File: src/rtl/uart_pkg.sv
// Shared types and helpers for the configurable UART receiver.
package uart_pkg;

  typedef enum logic [2:0] {
    IDLE,
    START,
    DATA,
    PARITY,
    STOP
  } rx_state_t;

  typedef enum logic [1:0] {
    PAR_NONE,
    PAR_EVEN,
    PAR_ODD
  } parity_t;

  // Counter width able to hold values 0..n-1 (at least 1 bit).
  function automatic int unsigned cnt_w(input int unsigned n);
    return (n <= 1) ? 1 : $clog2(n);
  endfunction

endpackage

File: src/rtl/uart_rx_sync.sv
// Two-flop synchronizer for the asynchronous serial line; resets to the idle level (1).
module uart_rx_sync (
  input  logic clk,
  input  logic rst_n,
  input  logic d,
  output logic q
);

  logic [1:0] sync_q;
  logic [1:0] sync_d;

  always_comb sync_d = {sync_q[0], d};

  always_ff @(posedge clk) begin
    if (!rst_n) sync_q <= 2'b11;
    else        sync_q <= sync_d;
  end

  assign q = sync_q[1];

endmodule

File: src/rtl/uart_rx_cfg.sv
// Parametrised UART receiver: oversampled FSM, optional parity, 1/2 stop bits,
// single-entry ready/valid output buffer with parity/framing/overrun flags.
module uart_rx_cfg
  import uart_pkg::*;
#(
  parameter int unsigned WORDSIZE    = 8,
  parameter int unsigned OVERSAMPLE  = 8,
  parameter int unsigned PARITY_MODE = 0,
  parameter int unsigned STOP_BITS   = 1
) (
  input  logic                sclk,
  input  logic                reset,
  input  logic                serial_in,
  input  logic                rx_ready,
  output logic [WORDSIZE-1:0] rx_data,
  output logic                rx_valid,
  output logic                parity_err,
  output logic                frame_err,
  output logic                overrun_err,
  output logic                busy
);

  localparam int unsigned SW = cnt_w(OVERSAMPLE);
  localparam int unsigned BW = cnt_w(WORDSIZE + 1);
  localparam logic [SW-1:0] HALF_M1   = SW'(OVERSAMPLE / 2 - 1);
  localparam logic [SW-1:0] FULL_M1   = SW'(OVERSAMPLE - 1);
  localparam logic [BW-1:0] LAST_DATA = BW'(WORDSIZE - 1);
  localparam logic [BW-1:0] LAST_STOP = BW'(STOP_BITS - 1);
  localparam parity_t       PMODE     = parity_t'(2'(PARITY_MODE));
  localparam bit            PAR_EN    = (PMODE != PAR_NONE);
  localparam bit            PAR_ODD_L = (PMODE == PAR_ODD);

  logic rx_s;

  rx_state_t             state_q, state_d;
  logic [SW-1:0]         sample_cnt_q, sample_cnt_d;
  logic [BW-1:0]         bit_cnt_q, bit_cnt_d;
  logic [WORDSIZE-1:0]   sh_q, sh_d;
  logic                  perr_q, perr_d;
  logic                  ferr_q, ferr_d;
  logic [WORDSIZE-1:0]   rx_data_q, rx_data_d;
  logic                  rx_valid_q, rx_valid_d;
  logic                  parity_err_q, parity_err_d;
  logic                  frame_err_q, frame_err_d;
  logic                  overrun_q, overrun_d;
  logic                  busy_q, busy_d;
  logic                  done;
  logic                  ferr_final;
  logic                  bit_tick;

  uart_rx_sync u_sync (
    .clk   (sclk),
    .rst_n (reset),
    .d     (serial_in),
    .q     (rx_s)
  );

  // Next-state, datapath and output-buffer logic.
  always_comb begin
    state_d      = state_q;
    sample_cnt_d = sample_cnt_q;
    bit_cnt_d    = bit_cnt_q;
    sh_d         = sh_q;
    perr_d       = perr_q;
    ferr_d       = ferr_q;
    rx_data_d    = rx_data_q;
    rx_valid_d   = rx_valid_q;
    parity_err_d = parity_err_q;
    frame_err_d  = frame_err_q;
    overrun_d    = 1'b0;
    done         = 1'b0;
    ferr_final   = ferr_q;
    bit_tick     = (sample_cnt_q == FULL_M1);

    unique case (state_q)
      IDLE: begin
        sample_cnt_d = '0;
        bit_cnt_d    = '0;
        if (!rx_s) state_d = START;
      end
      START: begin
        if (sample_cnt_q == HALF_M1) begin
          sample_cnt_d = '0;
          bit_cnt_d    = '0;
          if (rx_s) begin
            state_d = IDLE;
          end else begin
            state_d = DATA;
            perr_d  = 1'b0;
            ferr_d  = 1'b0;
          end
        end else begin
          sample_cnt_d = sample_cnt_q + SW'(1);
        end
      end
      DATA: begin
        sample_cnt_d = sample_cnt_q + SW'(1);
        if (bit_tick) begin
          sh_d = {rx_s, sh_q[WORDSIZE-1:1]};
          if (bit_cnt_q == LAST_DATA) begin
            bit_cnt_d = '0;
            state_d   = PAR_EN ? PARITY : STOP;
          end else begin
            bit_cnt_d = bit_cnt_q + BW'(1);
          end
        end
      end
      PARITY: begin
        sample_cnt_d = sample_cnt_q + SW'(1);
        if (bit_tick) begin
          perr_d  = (^{sh_q, rx_s}) ^ PAR_ODD_L;
          state_d = STOP;
        end
      end
      STOP: begin
        sample_cnt_d = sample_cnt_q + SW'(1);
        if (bit_tick) begin
          ferr_final = ferr_q | ~rx_s;
          ferr_d     = ferr_final;
          if (bit_cnt_q == LAST_STOP) begin
            done      = 1'b1;
            bit_cnt_d = '0;
            state_d   = IDLE;
          end else begin
            bit_cnt_d = bit_cnt_q + BW'(1);
          end
        end
      end
      default: state_d = IDLE;
    endcase

    // Consumer drain; a same-cycle new word below overrides it.
    if (rx_valid_q && rx_ready) begin
      rx_valid_d   = 1'b0;
      parity_err_d = 1'b0;
      frame_err_d  = 1'b0;
    end

    if (done) begin
      if (!rx_valid_q || rx_ready) begin
        rx_data_d    = sh_q;
        parity_err_d = perr_q;
        frame_err_d  = ferr_final;
        rx_valid_d   = 1'b1;
      end else begin
        overrun_d = 1'b1;
      end
    end

    busy_d = (state_d != IDLE);
  end

  always_ff @(posedge sclk) begin
    if (!reset) begin
      state_q      <= IDLE;
      sample_cnt_q <= '0;
      bit_cnt_q    <= '0;
      sh_q         <= '0;
      perr_q       <= 1'b0;
      ferr_q       <= 1'b0;
      rx_data_q    <= '0;
      rx_valid_q   <= 1'b0;
      parity_err_q <= 1'b0;
      frame_err_q  <= 1'b0;
      overrun_q    <= 1'b0;
      busy_q       <= 1'b0;
    end else begin
      state_q      <= state_d;
      sample_cnt_q <= sample_cnt_d;
      bit_cnt_q    <= bit_cnt_d;
      sh_q         <= sh_d;
      perr_q       <= perr_d;
      ferr_q       <= ferr_d;
      rx_data_q    <= rx_data_d;
      rx_valid_q   <= rx_valid_d;
      parity_err_q <= parity_err_d;
      frame_err_q  <= frame_err_d;
      overrun_q    <= overrun_d;
      busy_q       <= busy_d;
    end
  end

  assign rx_data     = rx_data_q;
  assign rx_valid    = rx_valid_q;
  assign parity_err  = parity_err_q;
  assign frame_err   = frame_err_q;
  assign overrun_err = overrun_q;
  assign busy        = busy_q;

endmodule

File: config.mk
export PLATFORM = sky130hd
export DESIGN_NAME = uart_rx_cfg
export DESIGN_NICKNAME = d
export VERILOG_FILES = /design/src/rtl/uart_pkg.sv /design/src/rtl/uart_rx_sync.sv /design/src/rtl/uart_rx_cfg.sv
export SDC_FILE = /design/constraint.sdc
export NUM_CORES = 1
export LEC_CHECK = 0
export CORE_UTILIZATION = 50
export CTS_CLUSTER_DIAMETER = 120
export CTS_CLUSTER_SIZE = 12
export DETAILED_ROUTE_END_ITERATION = 10
export GPL_ROUTABILITY_DRIVEN = 0
export PLACE_DENSITY = 0.76
export RECOVER_POWER = 25
export SYNTH_ARGS = -nofsm -noshare
export SYNTH_HDL_FRONTEND = slang
export SYNTH_SLANG_ARGS = --single-unit
File: constraint.sdc
create_clock -name sclk -period 3.2 [get_ports sclk]
set_input_delay 0.64 -clock sclk [delete_from_list [all_inputs] [get_ports sclk]]
set_output_delay 0.64 -clock sclk [all_outputs]
set_load 0.05 [all_outputs]
# Yosys cells after proc, flatten, opt, wreduce, memory -nomap -nowiden
# Index checks and enable logic that the tools add are counted.
# word_totals
reg_bits,35
inputBits,4
word_cells,84
# classes
addsub,2
n_eq_ne,12
muxes,37
n_bitwise,2
n_reduce_logical,18
# ops
op,n
$mux 3,8
$mux 4,5
$mux 1,18
$pmux 4 s4,1
$pmux 3 s5,1
$ne 2x2->1 const B,5
$eq 3x2->1 const B,3
$pmux 3 s3,1
$reduce_xor 9->1,1
$reduce_and 4->1,2
$eq 3x3->1 const B,2
$reduce_and 2->1,3
$reduce_bool 3->1,2
$add 4x1->4 const B,1
$eq 4x3->1 const B,1
$logic_not 4->1,1
$pmux 1 s2,2
$reduce_bool 2->1,2
$reduce_bool 4->1,1
$add 3x1->3 const B,1
$eq 3x1->1 const B,1
$logic_not 3->1,1
$reduce_and 3->1,1
$reduce_or 3->1,1
6 further kinds,6

# Depth between registers and ports, before layout
# Gate-level depths: netlist of the first run.
# depth
depth_word,6
ltp_mapped,7

# By module
# Synthesis of the first run repeated with hierarchy kept, for this count alone.
# unflattened
hier_cells,186
hier_area_um2,1690.4
# modules_own_cells
mod,n_inst,cells_each,area_per_inst_um2,seq_area_each_um2
uart_rx_cfg,1,182,1637.8,660.6
uart_rx_sync,1,4,52.6,40.0

# Least setup slack after synthesis of the first run
# Ideal clock, no wire load.
# synth_path
path_kind,register -> register
start,register sample_cnt_q[0]
end,register busy_q (netlist: busy)
arrival_time_ns,1.631
t_required_ns,3.073
setup_slack_ns,1.442
stages_incl_launch_ff,8
cell_sequence,dfxtp_1 > ha_1 > ha_1 > and4bb_1 > buf_6 > a21oi_2 > a21oi_1 > or3_1
# synth_between
elab_chain_cells,4
elab_cells_between_ends,8
cone_classes,eq/ne: 2; mux: 5; reduce/logical: 1
# synth_lines
item,line,rtl
start: declaration,uart_rx_cfg.sv:36,"logic [SW-1:0] sample_cnt_q, sample_cnt_d;"
start signal: assignment,uart_rx_cfg.sv:169,sample_cnt_q <= sample_cnt_d;
$eq 3x3->1 or $eq 3x2->1 (tied branches),"uart_rx_cfg.sv:73, uart_rx_cfg.sv:82",
$mux 3 (on tied branches),--,
$pmux 3 s5 *,uart_rx_cfg.sv:75,unique case (state_q)
$reduce_bool 3->1 *,uart_rx_cfg.sv:150,busy_d = (state_d != IDLE);
end signal: assignment,uart_rx_cfg.sv:179,busy_q <= busy_d;
end: declaration,uart_rx_cfg.sv:46,"logic busy_q, busy_d;"
# Mark *: on every way between the ends. The rest lies on a longest branch, timed or not.
# A chain may end at the register's enable or synchronous reset.

# Worst setup path after layout of the first run
# layout_path
start,register rx_valid_q (netlist: rx_valid)
end,output rx_valid
# layout_rtl
item,line,rtl
start: declaration,uart_rx_cfg.sv:42,"logic rx_valid_q, rx_valid_d;"
start signal: assignment,uart_rx_cfg.sv:175,rx_valid_q <= rx_valid_d;
end: declaration,uart_rx_cfg.sv:16,"output logic rx_valid,"
# No word-level cell between the ends.

==> results of run 1 <==
## sequential cells by signal, summed over array words and instances, names as in the netlist
| name | cells |
|---|---|
| parity_err | 1 |
| bit_cnt_q | 4 |
| busy | 1 |
| ferr_q | 1 |
| rx_data | 8 |
| rx_valid | 1 |
| perr_q | 1 |
| overrun_err | 1 |
| state_q | 3 |
| sh_q | 8 |
| u_sync.sync_q | 2 |
| sample_cnt_q | 3 |
| frame_err | 1 |
## power by group
group          internal [W]  switching (W)
registers          0.000438     0.00000554
logic             0.0000127      0.0000175
clock network      0.000164       0.000161
## cell type report
type	instances	area [sq um]
Multi-Input combinational cell	135	998
Clock inverter	3	43.8
Fill cell	293	1350
Timing Repair Buffer	17	168
Inverter	9	33.8
Tap cell	46	57.6
Sequential cell	35	701
Clock buffer	5	37.5
## logic make-up (layout without fill, tap and decap cells)
group	count (synthesis)	after routing	share of synthesized area, %
AOI/OAI and AO/OA	35	35	13.2
and+or+nand+nor	69	69	22.7
adders and majority gates	7	7	4.84
xor gates and xnor gates	6	6	4.43
buffers and inverters	18	34	6.02
DFF	35	35	38.8
muxes	18	18	10.0
## worst min-delay path by stage
stage / start / end / slack (ps) / cells after the start
finish: u_sync.sync_q[0] / u_sync.sync_q[1] / 420 / 1
detailed placement: u_sync.sync_q[0] / u_sync.sync_q[1] / 390 / 1
floorplan: u_sync.sync_q[0] / u_sync.sync_q[1] / 390 / 1
global route: u_sync.sync_q[0] / u_sync.sync_q[1] / 470 / 1
CTS: u_sync.sync_q[0] / u_sync.sync_q[1] / 430 / 1
global placement: u_sync.sync_q[0] / u_sync.sync_q[1] / 400 / 1
## synthesized netlist by cell type (2+ instances only)
cell type	instances
dfxtp_1	35
nor2_1	25
mux2i_1	17
a21oi_1	13
inv_1	8
ha_1	7
nand2b_1	7
nor2b_1	5
buf_6	4
nand2_1	4
nor3_1	4
o21ai_0	4
a22oi_1	3
and2_1	3
nand3_1	3
nor3b_1	3
xnor2_1	3
and4bb_1	2
buf_2	2
clkbuf_1	2
nand4b_1	2
nor4b_1	2
xnor3_1	2
## per-stage QoR
stage / worst slack, ps / hold slack, ps / cell area [sq um] / utilization [%]
2_1_floorplan: 1440 / 386 / 1810 / -
3_3_place_gp: 809 / 400 / 1960 / 57.8
3_5_place_dp: 762 / 392 / 1960 / 57.8
4_1_cts: 987 / 425 / 2040 / 60.2
5_1_grt: 882 / 474 / 2040 / 60.2
6_report: 996 / 425 / 2040 / 60.2
## per-layer routing
layer / part of all wire [%] / track usage [%] / up-vias
met5: 0 / 0 / -
met4: 0.93 / 6.40 / 0
met3: 3.0 / 4.78 / 4
met2: 50 / 34.8 / 21
met1: 46 / 25.0 / 638
li1: - / - / 692
==> reports/metrics.yaml, run 1 <==
insertion_delay_ps: 350
cts_sinks: 35
fin_crit_sh_pct: 68.9
first_pass_iters: 4
mostFrequentLayoutCell: "dfxtp_1"
avgRoutedWirePerCell_um: 14.2
fin_crit_ps: 2200
synth_nets: 199
vias_per_cell: 5.42
critPathMaxStageDelay_ps: 820
fin_skew_ps: 11.3
drive_gt1_share_pct: 8.82
outcome: "completed"
grt_overflow_total: 0
synth_cell_types: 51
drv_slew: 0
routed_wl_um: 3550
row_count: 21
ant_nets: 0
clockBufferDepth: 2
nets: 214
synth_seq_cells: 35
numCtsBuffers: 5
ys_warn_count: 0
ctsResizeCount: 0
r2r_slack_ps: 1130
dieWidth_um: 62.1
setup-tns-final_ps: 0
setup_viol: 0
start_kind: "flop"
grt_use_total_pct: 20.3
crit_slowest_cell: "clkdlybuf4s50_1"
finalHoldViolations: 0
port_buffers: 16
worstMarginPinSlew_ps: 684
cts_htree_levels: 2
hpwlAfterDp_um: 2490
path_max_fanout: 5
layout.cells.non_filler: 250
path_buf_inv: 1
die_h_um: 62.1
grt_pass1_wl_um: 6290
p_leak_nw: 0.805
worstPathRequired_ps: 2560
grt_antenna_before_repair: 0
crit_end: "rx_valid"
cts_root_buf: "clkbuf_4"
critPathTopFamily: "buffers and inverters"
synthCells: 188
antenna_cells: 0
worstPathArrival_ps: 1560
maxCapViolations: 0
hold_path_class: "flop to flop"
async_flop_share_pct: 0
rsz0062_at_grt: "false"
synth_area_leaders: "dfxtp_1, mux2i_1, nor2_1"
clk_pin_slew_worst_paths_ps: 110
startpoint: "rx_valid"
synth_top_cell_area_share_pct: 38.8
cp.depth: 1
endpoint_kind: "output pin"
r2r-end: "busy"
grt_max_degree: 20
slew-limit-headroom_pct: 54.3
cts_hold_buf: 0
initial_core_util_pct: 53.3
place_inst: 242
grt_pass1_vias: 1369
cts_tree: "done"
max_freq_mhz: 454
pin_count: 17
avgSynthCellArea_sq_um: 9.62
dieArea_sq_um: 3860
area_delta_synth_final_pct: 12.8
ir_worst_vdd_mv: 0.193
ys_seq_area_share_pct: 38.8
r2r_start: "sample_cnt_q[0]"
finalPower_w: 0.000800
drt_iter0_drc: 93
final_cell_mix: "dfxtp_1, nor2_1, mux2i_1"
coreArea_sq_um: 3390
vias: 1355
drc: 0
yosys.area.top_type: "dfxtp_1"
post_cts_buffers: 0
netlist_area_sq_um: 1810
synth_edf_count: 0
r2r.worst_path.cells: 6
p_per_area_nw_per_um2: 392
crit_path_cell_trace: "clkdlybuf4s50_1"
worstSetupPathType: "flop to output pin"
ys.flop_type: "dfxtp_1"
Note: power is estimated with default switching activity, not from simulation.
==> run 2, diff against run 1 <==
Settings changed: PLACE_DENSITY 0.76 to 0.79.
Clock period 3.2 ns to 2 ns, I/O delays scaled along.
==> run 2 against run 1 <==
Compared with the run above:
- clock-buffer cell count increased by 2
- critical path depth increased by 5
- sequential power increased by 59%
- cell count increased by 2.0%
==> reports/metrics.yaml, run 2 (synthesized netlist as in run 1, its figures left out) <==
outcome: "completed"
ir_worst_vdd_mv: 0.360  # +86%
insertion_delay_ps: 340  # about the same
crit_path_cell_trace: "ha_1 > ha_1 > nor3b_1 > a211oi_2 > nor4b_1 > o31a_1"
r2r_start: "sample_cnt_q[0]"
multi_input_area_sq_um: 1000  # +0.63%
pin_count: 17  # unchanged
crit_slowest_cell: "a211oi_2"
avgRoutedWirePerCell_um: 13.6  # -3.8%
final_cell_mix: "dfxtp_1, nor2_1, mux2i_1"
p_sw_w: 0.000277  # +50%
dieArea_sq_um: 3860  # unchanged
r2r.worst_path.cells: 6  # unchanged
vias_per_cell: 5.58  # +2.9%
cts_tree: "done"
mostFrequentLayoutCell: "dfxtp_1"
fin_crit_ps: 1950
vias: 1422  # +4.9%
worstSetupPathType: "flop to flop"
row_count: 21  # unchanged
p_leak_nw: 0.816  # +1.3%
fill_cells: 288  # -1.7%
grt_util_met1_pct: 24.5  # -0.54 points
grt.met2_usage_pct: 32.7  # -2.1 points
critPathTopFamily: "compound AO/OA/AOI/OAI gates"
path_buf_inv: 0  # -1
max_freq_mhz: 513
ant_nets: 0  # unchanged
p_per_area_nw_per_um2: 585  # +49%
seqCellArea_sq_um: 701  # unchanged
worstMarginPinSlew_ps: 681  # -3.40 ps
p_int_w: 0.000931  # +51%
place_ws_ps: 97.8  # -664 ps
area_delta_synth_final_pct: 14.2
finalHoldViolations: 0  # unchanged
maxCapViolations: 0  # unchanged
switching_share_pct: 22.9  # -0.14 points
startpoint: "sample_cnt_q[0]"
cts_root_buf: "clkbuf_4"
cp_common_cell: "ha_1"
port_buffers: 16  # unchanged
setup_viol: 0  # unchanged
worstPathArrival_ps: 2190  # +630 ps
r2r-end: "bit_cnt_q[3]"
cts_hold_buf: 0  # unchanged
grt_max_degree: 19  # -5.0%
nets: 219  # +2.3%
endpoint_kind: "flop"
coreArea_sq_um: 3390  # unchanged
drt_iter0_drc: 79  # -15%
clk_pin_slew_worst_paths_ps: 100  # about the same
routed_wl_um: 3480  # -1.9%
r2r_slack_ps: 50  # -1080 ps
numCtsBuffers: 5  # unchanged
fin_skew_ps: 5.64  # -5.70 ps
grt_pass1_wl_um: 6110  # -2.8%
antenna_cells: 0  # unchanged
cts_sinks: 35  # unchanged
clockBufferDepth: 2  # unchanged
grt_overflow_total: 0  # unchanged
initial_core_util_pct: 53.3  # unchanged
drc: 0  # unchanged
first_pass_iters: 7  # +3
crit_end: "bit_cnt_q[3]"
drive_gt1_share_pct: 11.0  # +2.2 points
hold_path_class: "flop to flop"
fin_ws_ps: 52.5  # -943 ps
cp.depth: 6  # +5
hpwlAfterDp_um: 2470  # -0.78%
power_frac_seq_pct: 58.6  # +3.1 points
post_cts_buffers: 0  # unchanged
drv_slew: 0  # unchanged
grt_use_met3_pct: 5.33  # +0.55 points
die_h_um: 62.1  # unchanged
grt_pass1_vias: 1356  # -0.95%
dieWidth_um: 62.1  # unchanged
path_max_fanout: 8  # +3
start_kind: "flop"
setup-tns-final_ps: 0  # unchanged
grt_use_total_pct: 19.8  # -0.50 points
slew-limit-headroom_pct: 54.5  # +0.23 points
rsz0062_at_grt: "true"
cts_htree_levels: 2  # unchanged
power.combinational.fraction_pct: 4.6  # +0.8 points
fin_crit_sh_pct: 97.4
worstPathRequired_ps: 2240  # -320 ps
busiest_layer: "met2"
clkPwrFrac_pct: 36.8  # -3.9 points
critPathMaxStageDelay_ps: 450  # -370 ps
grt_antenna_before_repair: 0  # unchanged
## run 2: cell count changes in the layout (fill, tap and decap cells not counted), sizes merged
| cell | delta |
|---|---|
| buf | +4 |
| clkinvlp | +1 |
| clkinv | -2 |
| clkbuf | +4 |
| clkdlybuf4s50 | -1 |
| bufinv | -1 |
## run 2: cell type report
class / instances / area share, %
clock buffers: 7 / 3.15
clock inverters: 1 / 0.364
inverters: 9 / 1.64
multi-input cells: 135 / 48.7
flip-flops and latches: 35 / 33.9
well taps: 46 / 2.79
repair buffers: 22 / 9.45
## run 2: per-stage QoR
stage | util, % | total power (W) | cells | cell area (sq um) | hold slack, ps
floorplan | - | 0.000762 | 188 | 1810 | 386
global placement | 58.9 | 0.000778 | 247 | 2000 | 398
detailed placement | 58.9 | 0.000779 | 247 | 2000 | 398
CTS | 61.0 | 0.00122 | 255 | 2070 | 431
global route | 60.9 | 0.00126 | 255 | 2060 | 437
finish | 60.9 | 0.00121 | 255 | 2060 | 424
## run 2: what timing repair did
action                                  CTS  global route
hold endpoints to repair                  0             0
resized for setup                         0             3
endpoints found under the setup margin    0             6
## run 2: worst min path at each step
stage | startpoint | endpoint | slack, ps | depth (start not counted)
finish | u_sync.sync_q[0] | u_sync.sync_q[1] | 420 | 1
global route | u_sync.sync_q[0] | u_sync.sync_q[1] | 440 | 1
CTS | u_sync.sync_q[0] | u_sync.sync_q[1] | 430 | 1
detailed placement | u_sync.sync_q[0] | u_sync.sync_q[1] | 400 | 1
global placement | u_sync.sync_q[0] | u_sync.sync_q[1] | 400 | 1
floorplan | u_sync.sync_q[0] | u_sync.sync_q[1] | 390 | 1
## run 2: routing by layer
| metal | vias to the layer above | wire (um) |
|---|---|---|
| li1 | 699 | - |
| met4 | 0 | 85 |
| met2 | 36 | 1660 |
| met5 | - | 0 |
| met3 | 14 | 155 |
| met1 | 673 | 1580 |
## run 2: power groups by stage
stage               Clock, W  Sequential [W]  Combinational [W]
CTS                 0.000455        0.000708          0.0000560
global route        0.000493        0.000709          0.0000609
global placement           0        0.000724          0.0000543
detailed placement         0        0.000723          0.0000555
finish              0.000444        0.000708          0.0000558
floorplan                  0        0.000723          0.0000388
==> run 3, diff against run 2 <==
Settings changed: CORE_MARGIN set to 10.
==> run 3 against run 2 <==
Compared with the run above:
- final area down 0.30%
- register-to-register slack better by 70 ps
- setup slack better by 11 ps
- wire length up 4.3%
- hold slack worse by 16 ps
- clock power down 15%
- via count down 2.5%
- largest cell class unchanged
- sequential power about the same
==> reports/metrics.yaml, run 3 (synthesized netlist as in run 1, its figures left out) <==
antenna_cells: 0  # unchanged
p_per_area_nw_per_um2: 553  # -5.5%
initial_core_util_pct: 52.9  # -0.41 points
grt_use_met3_pct: 3.90  # -1.4 points
hold_path_class: "flop to flop"
cts_root_buf: "clkbuf_4"
worstSetupPathType: "flop to output pin"
final_cell_mix: "dfxtp_1, nor2_1, mux2i_1"
grt_util_met1_pct: 12.8  # -12 points
outcome: "completed"
mostFrequentLayoutCell: "dfxtp_1"
worstPathArrival_ps: 1540  # -650 ps
vias_per_cell: 5.41  # -2.9%
routed_wl_um: 3630  # +4.3%
cts_htree_levels: 2  # unchanged
grt_overflow_total: 0  # unchanged
area_delta_synth_final_pct: 13.8
grt_pass1_wl_um: 5870  # -3.8%
placed_area_sq_um: 2000  # +0.38%
worstMarginPinSlew_ps: 537  # -144 ps
drv_slew: 0  # unchanged
worstPathRequired_ps: 1600  # -640 ps
p_leak_nw: 0.814  # -0.27%
setup_viol: 0  # unchanged
vias: 1386  # -2.5%
start_kind: "flop"
endpoint_kind: "output pin"
numCtsBuffers: 5  # unchanged
crit_path_cell_trace: "clkdlybuf4s50_1"
setup-tns-final_ps: 0  # unchanged
row_count: 21  # unchanged
nets: 220  # +0.46%
fin_crit_ps: 1940  # -10.7 ps
fin_skew_ps: 10.1  # +4.50 ps
die_h_um: 80.1  # +29%
grt_pass1_vias: 1305  # -3.8%
cts_hold_buf: 0  # unchanged
crit_slowest_cell: "clkdlybuf4s50_1"
ant_nets: 0  # unchanged
slew-limit-headroom_pct: 64.1  # +9.6 points
avgRoutedWirePerCell_um: 14.2  # +3.9%
grt.met2_usage_pct: 18.9  # -14 points
drt_iter0_drc: 60  # -24%
rsz0062_at_grt: "false"
fin_crit_sh_pct: 96.8  # -0.53 points
insertion_delay_ps: 350  # about the same
path_buf_inv: 1  # +1
coreArea_sq_um: 3420  # +0.78%
critPathMaxStageDelay_ps: 810  # +360 ps
busiest_layer: "met2"
grt_use_total_pct: 11.6  # -8.2 points
first_pass_iters: 4  # -3
dieWidth_um: 80.1  # +29%
fin_hold_ws_ps: 409  # -15.6 ps
dieArea_sq_um: 6420  # +66%
grt_max_degree: 18  # -1
postLayoutCellArea_sq_um: 2060  # -0.30%
drive_gt1_share_pct: 10.5  # -0.53 points
clk_pin_slew_worst_paths_ps: 110  # about the same
max_freq_mhz: 516  # +0.55%
hpwlAfterDp_um: 2690  # +8.7%
grt_antenna_before_repair: 0  # unchanged
critPathTopFamily: "buffers and inverters"
cts_tree: "done"
path_max_fanout: 3  # -5
port_buffers: 16  # unchanged
pin_count: 17  # unchanged
maxCapViolations: 0  # unchanged
finalHoldViolations: 0  # unchanged
drc: 0  # unchanged
cts_sinks: 35  # unchanged
clockBufferDepth: 2  # unchanged
ir_worst_vdd_mv: 0.542  # +51%
==> run 3: final timing paths <==
kind / from / endpoint / slack, ps / depth (start not counted)
max reg2reg: sample_cnt_q[0] / bit_cnt_q[0] / 120 / 6
max: frame_err / frame_err / 60 / 1
min reg2reg: u_sync.sync_q[0] / u_sync.sync_q[1] / 410 / 1
min: u_sync.sync_q[0] / u_sync.sync_q[1] / 410 / 1
==> run 3: layout make-up <==
type	count	area, sq um
Sequential cell	35	701
Multi-Input combinational cell	135	1010
Fill cell	309	1360
Timing Repair Buffer	23	198
Tap cell	46	57.6
Clock buffer	6	41.3
Inverter	9	33.8
Clock inverter	2	12.5
==> run 3: timing repair <==
action / in CTS / in global routing
resized for setup: 1 / 4
hold endpoints to repair: 0 / 0
setup endpoints to repair: 1 / 8
buffers inserted: 0 / 0
==> run 3: report_power, final <==
group,total [W],internal [W],leakage [nW],switching [W]
combinational,0.0000551,0.0000234,0.503,0.0000318
clock,0.000376,0.000135,0.0282,0.000241
sequential,0.000707,0.000701,0.283,0.00000574
==> run 3: layer usage <==
metal,share of wire [%],wire length [um]
met1,43,1560
met2,48,1730
met3,6.9,250
met4,2.4,87
met5,0,0
==> run 3: stage by stage <==
stage / cells / utilization (%) / power, W / worst slack [ps]
CTS: 256 / 60.2 / 0.00115 / 58.7
finish: 256 / 60.3 / 0.00114 / 63.2
floorplan: 188 / - / 0.000762 / 242
detailed placement: 248 / 58.6 / 0.000779 / 114
global route: 256 / 60.3 / 0.00118 / 14.8
global placement: 248 / 58.6 / 0.000778 / 192
